**src/rtl/vga_pkg.sv**
```systemverilog
// Shared VGA timing constants, mouse position FSM states and the position clamp helper.
package vga_pkg;

  localparam int HOR_PIXELS = 800;
  localparam int VER_PIXELS = 600;

  typedef enum logic [1:0] {IDLE, PENDING, COMMIT} mouse_pos_state_t;

  // Saturate v to lim-1; a 13-bit limit of 4096 makes this the identity for any 12-bit v.
  function automatic logic [11:0] clamp12(input logic [11:0] v, input logic [12:0] lim);
    if ({1'b0, v} >= lim)
      return 12'(lim - 13'd1);
    else
      return v;
  endfunction

endpackage

```
**src/rtl/edge_rise.sv**
```systemverilog
// Rising-edge detector: registers the previous input level and flags a 0->1 transition.
module edge_rise (
  input  logic clk40MHz,
  input  logic rst,
  input  logic din,
  output logic rise
);

  logic din_d_reg;

  always_ff @(posedge clk40MHz) begin
    if (rst)
      din_d_reg <= 1'b0;
    else
      din_d_reg <= din;
  end

  assign rise = din & ~din_d_reg;

endmodule

```
**src/rtl/mouse_pos_ctl.sv**
```systemverilog
// Frame-synchronous mouse position stage: shadows (optionally clamped) samples and commits them at vblank rise.
// Define MOUSE_CLAMP_EN to clamp positions to H_ACTIVE x V_ACTIVE; otherwise raw values pass through.
module mouse_pos_ctl
  import vga_pkg::*;
#(
  parameter int H_ACTIVE = HOR_PIXELS,
  parameter int V_ACTIVE = VER_PIXELS
) (
  input  logic        clk40MHz,
  input  logic        rst,
  input  logic [11:0] xpos_raw,
  input  logic [11:0] ypos_raw,
  input  logic        new_event,
  input  logic        left,
  input  logic        vblnk,
  output logic [11:0] xpos,
  output logic [11:0] ypos,
  output logic        update,
  output logic        click
);

`ifdef MOUSE_CLAMP_EN
  localparam bit CLAMP_ON = 1'b1;
`else
  localparam bit CLAMP_ON = 1'b0;
`endif

  localparam logic [12:0] X_LIM = CLAMP_ON ? 13'(H_ACTIVE) : 13'h1000;
  localparam logic [12:0] Y_LIM = CLAMP_ON ? 13'(V_ACTIVE) : 13'h1000;

  logic vb_rise;
  logic l_rise;

  edge_rise u_vblnk_rise (
    .clk40MHz (clk40MHz),
    .rst      (rst),
    .din      (vblnk),
    .rise     (vb_rise)
  );

  edge_rise u_left_rise (
    .clk40MHz (clk40MHz),
    .rst      (rst),
    .din      (left),
    .rise     (l_rise)
  );

  mouse_pos_state_t state_reg, state_next;
  logic [11:0] shadow_x_reg, shadow_x_next;
  logic [11:0] shadow_y_reg, shadow_y_next;
  logic        click_pend_reg, click_pend_next;
  logic [11:0] xpos_reg, xpos_next;
  logic [11:0] ypos_reg, ypos_next;
  logic        update_reg, update_next;
  logic        click_reg, click_next;

  logic activity;
  assign activity = new_event | l_rise;

  always_comb begin
    state_next = state_reg;
    case (state_reg)
      IDLE:    if (activity) state_next = PENDING;
      PENDING: if (vb_rise)  state_next = COMMIT;
      COMMIT:  state_next = activity ? PENDING : IDLE;
      default: state_next = IDLE;
    endcase
  end

  always_comb begin
    shadow_x_next   = shadow_x_reg;
    shadow_y_next   = shadow_y_reg;
    click_pend_next = click_pend_reg;
    xpos_next       = xpos_reg;
    ypos_next       = ypos_reg;
    update_next     = 1'b0;
    click_next      = 1'b0;

    if (new_event) begin
      shadow_x_next = clamp12(xpos_raw, X_LIM);
      shadow_y_next = clamp12(ypos_raw, Y_LIM);
    end

    // The commit takes the shadow values held before this edge; a press on this edge stays pending.
    if (state_reg == COMMIT) begin
      xpos_next       = shadow_x_reg;
      ypos_next       = shadow_y_reg;
      update_next     = 1'b1;
      click_next      = click_pend_reg;
      click_pend_next = 1'b0;
    end

    if (l_rise)
      click_pend_next = 1'b1;
  end

  always_ff @(posedge clk40MHz) begin
    if (rst) begin
      state_reg      <= IDLE;
      shadow_x_reg   <= '0;
      shadow_y_reg   <= '0;
      click_pend_reg <= 1'b0;
      xpos_reg       <= '0;
      ypos_reg       <= '0;
      update_reg     <= 1'b0;
      click_reg      <= 1'b0;
    end else begin
      state_reg      <= state_next;
      shadow_x_reg   <= shadow_x_next;
      shadow_y_reg   <= shadow_y_next;
      click_pend_reg <= click_pend_next;
      xpos_reg       <= xpos_next;
      ypos_reg       <= ypos_next;
      update_reg     <= update_next;
      click_reg      <= click_next;
    end
  end

  assign xpos   = xpos_reg;
  assign ypos   = ypos_reg;
  assign update = update_reg;
  assign click  = click_reg;

endmodule

```
**config.mk**
```make
export PLATFORM = sky130hd
export DESIGN_NAME = mouse_pos_ctl
export DESIGN_NICKNAME = d
export VERILOG_FILES = /design/src/rtl/vga_pkg.sv /design/src/rtl/edge_rise.sv /design/src/rtl/mouse_pos_ctl.sv
export SDC_FILE = /design/constraint.sdc
export NUM_CORES = 1
export LEC_CHECK = 0
export ABC_AREA = 1
export BUFFER_PORTS_ARGS = -buffer_cell sky130_fd_sc_hd__buf_2
export CAP_MARGIN = 15
export CORE_MARGIN = 3
export CORE_UTILIZATION = 30
export CTS_BUF_LIST = sky130_fd_sc_hd__clkbuf_8
export DETAILED_ROUTE_END_ITERATION = 12
export HOLD_SLACK_MARGIN = 0.12
export PLACE_DENSITY_LB_ADDON = 0.25
export SYNTH_ARGS = -nofsm -noshare
export SYNTH_HDL_FRONTEND = slang
export SYNTH_SLANG_ARGS = --single-unit
```
**constraint.sdc**
```tcl
create_clock -name clk40MHz -period 2.66 [get_ports clk40MHz]
set_input_delay 0.532 -clock clk40MHz [delete_from_list [all_inputs] [get_ports clk40MHz]]
set_output_delay 0.532 -clock clk40MHz [all_outputs]
set_load 0.02 [all_outputs]
```
==> run summary <==
The final worst-path cycle share was 0.521; the sum of internal, switching and leakage power was 1.53 mW. The accumulated negative setup slack was 0 ns. In this run, the number of DRC markers left after iteration 0 of detailed routing was 63.

Final standard cell utilization of the core: 0.374. The startpoint of the worst register-to-register path is state_reg[0]$_SDFFE_PP0P_. The run gives 15 as the count of different cell masters after synthesis. The library cell used most frequently in the layout, excluding fill and tap cells, is sky130_fd_sc_hd__nand2_1.

Setup repair after global routing left no endpoint under its margin. The standby leakage power was 1.01 nW; the number of gates resized after cts was 0. The finished layout holds 362 standard cells, fillers aside.

The clock arrives with 0.0101 ns of skew. The tools report the total instance count after detailed placement as 354. The post-synthesis cell count is 236, and the count of final max-slew check failures is 0. The tool flagged a number of max-cap violations equal to 0. OpenSTA, run right after detailed placement, puts the worst setup slack at 1.01 ns.

The placed standard-cell area came out at 2320 sq um. The logs give 2050 sq um for the synthesized area and 5 for the total clock buffers created by CTS. At the end of routability-driven placement, the weighted congestion stood at 0.710. The root buffer cell chosen for the clock tree is sky130_fd_sc_hd__clkbuf_8. The finished cells cover 2430 sq um. In the final routed layout, each cell accounts on average for 12.3 microns.

The starting density of the core was 0.315. The run gives 0 as the final-report setup violation count. CTS built an H-tree with a depth of 2.

The largest stage delay on the critical path works out to 0.37 ns. The worst-case hold path end point was u_left_rise.din_d_reg$_SDFF_PP0_. In the routed design, unresolved DRC markers number 0. Diode insertion count for antenna repair: 0.

The shortest clock period the worst path allows after layout came out at 1.39 ns. In the detailed route, the total length drawn on met3 is 281 microns. Dividing total power by cell area gives a power density of 630 nW/um^2. STA classifies the critical path endpoint as an output port.

The run gives 722 MHz as the achievable clock frequency. The family with the most delay on the worst path was flip-flops. Yosys synthesis warning count: 0.

Signal routing reaches up to met4. The number of buffers and inverters on the critical path came out at 1. The flow ran to the end, and the final reports show no timing, DRC or antenna violations. The net count reported at finish is 313, and the worst path required time is 2.13 ns.

In this run the mean area of a mapped cell was 8.68 sq um. The initial antenna violation count was 0. The logs give 55 for the number of placed I/O pins and 4.46 mm for the post-detailed-routing wire length. The worst hold path was traced through 3 stages. The number of buffers on the longest clock path came out at 2. Dividing the detail-routed via count by the number of cells gives 4.39. The number of port buffers was 54.

The clock latency at the later pin of the worst-skew pair was 0.31 ns. The final HPWL from detailed placement was 2.89 mm. The tools report the overall via count from detail_route as 1589. Master of the slowest instance on the critical path: sky130_fd_sc_hd__dfxtp_1.

For this block, wires on met1 add up to 2.20 mm. The critical path is of the reg2out type. STA classifies the critical path startpoint as a flop. Slack of the worst reg-to-reg path: 1.30 ns.

The first global-routing pass estimated 7.22 mm of wire. The final count of hold timing violations was 0; the area of the core was 6490 sq um. The tools report the smallest hold slack as 0.436 ns. The count of TritonRoute iterations in the first routing pass came out at 4. IR analysis of the VDD net gives a maximum drop of 0.333 mV. Startpoint of the worst hold path: left. Along the worst path, the maximum fanout reaches 2.

Synthesis-stage register bit count: 55. The leftover overflow at the end of global routing is 0, and the total of hold buffers inserted after clock tree synthesis is 0. Wire segments on met2 add up to 1.92 mm in the final route. Traced cell by cell, the critical path runs through buf_2. The floorplan has 29 rows.

The pin count of the biggest net entering global routing is 35, and the number of sinks handled by clock tree synthesis is 55. The die covers 7850 sq um. Measured along the y axis, the die boundary spans 88.6 microns.

At the worst endpoint, the arrival time is 0.85 ns. TritonCTS built the clock tree. The floorplan step set the die width to 88.6 microns. The via count of the first global-routing pass came out at 1578.

The endpoint identified for the worst register-to-register timing path is xpos[11]$_SDFFE_PP0P_. The length in cells of the worst reg-to-reg path is 5. The tools report the register area share after synthesis as 0.538. Relative to the synthesized area, the layout overhead comes to 18.6%. The number of setup buffers added after CTS is 0.

The fraction of layout cells with a size suffix above 1 is 0.382. The tools report the total global-route track usage as 0.120. Synthesis produced a netlist with a net count of 265. Once detail routing completed, the nets flagged for antenna violations numbered 0.

The post-CTS clock slew at the launch and capture registers of the worst setup and hold paths was 0.10 ns; the number of cells on the critical path was 1. The relative slew slack is 0.501. The post-layout worst setup margin came out at 1.27 ns. In this run the worst hold path is classified as in2reg. The top cell types in the final layout, fill and taps aside, are sky130_fd_sc_hd__nand2_1 (82), sky130_fd_sc_hd__dfxtp_1 (55), sky130_fd_sc_hd__buf_2 (54), sky130_fd_sc_hd__a21oi_1 (30).

The transition time at the pin with the least slew margin was 0.749 ns.
## worst max-delay path by stage
stage | from | endpoint | slack [ns]
CTS | xpos[10]$_SDFFE_PP0P_ | xpos[10] | 1.26
global route | state_reg[0]$_SDFFE_PP0P_ | xpos[11]$_SDFFE_PP0P_ | 1.19
global placement | rst | click$_SDFF_PP0_ | 1.02
detailed placement | rst | shadow_y_reg[9]$_SDFFE_PP0P_ | 1.01
floorplan | rst | shadow_y_reg[0]$_SDFFE_PP0P_ | 1.54
finish | xpos[1]$_SDFFE_PP0P_ | xpos[1] | 1.27
## cells by family (layout without fill, tap and decap cells)
group           after synthesis  after routing  synth area share
buf+inv                      22             71            0.0703
flops                        55             55             0.538
simple gates                109            109             0.233
compound gates               50             50             0.159
## power breakdown
group          switching, mW  internal [mW]
Combinational         0.0684         0.0396
Sequential            0.0153          0.851
Clock                  0.276          0.281
Total                  0.359           1.17
## Yosys cell counts
cell type / count / area, sq um
sky130_fd_sc_hd__nand2_1: 82 / 308
sky130_fd_sc_hd__dfxtp_1: 55 / 1100
sky130_fd_sc_hd__a21oi_1: 30 / 150
sky130_fd_sc_hd__a21oi_2: 20 / 175
sky130_fd_sc_hd__nand2_2: 20 / 125
sky130_fd_sc_hd__buf_2: 10 / 50.1
sky130_fd_sc_hd__inv_1: 4 / 15.0
sky130_fd_sc_hd__nor2_1: 4 / 15.0
sky130_fd_sc_hd__buf_4: 3 / 22.5
sky130_fd_sc_hd__buf_12: 2 / 40.0
sky130_fd_sc_hd__inv_2: 2 / 7.51
sky130_fd_sc_hd__clkinv_4: 1 / 8.76
sky130_fd_sc_hd__nand2_4: 1 / 11.3
sky130_fd_sc_hd__nor3b_2: 1 / 12.5
sky130_fd_sc_hd__nor4_1: 1 / 6.26
## worst register-to-register path: stages, from the launching register on
cell,delay [ns]
sky130_fd_sc_hd__dfxtp_1,0.34
sky130_fd_sc_hd__inv_2,0.06
sky130_fd_sc_hd__nand2_4,0.28
sky130_fd_sc_hd__clkinv_4,0.32
sky130_fd_sc_hd__nand2_1,0.15
sky130_fd_sc_hd__a21oi_1,0.07
## metal layers
layer	vias to the layer above	GRT usage
met5	-	0
met4	0	0.0371
met3	4	0.0419
met2	39	0.188
met1	705	0.156
li1	841	-
## area by class of cell
cell class              instances  area (sq um)
inverters                       7          31.3
clock inverters                 3          43.8
flip-flops and latches         55          1100
multi-input cells             159           803
clock buffers                   5          68.8
fillers                       700          4070
repair buffers                 56           285
well taps                      77          96.3
(Power assumes the default switching activity.)
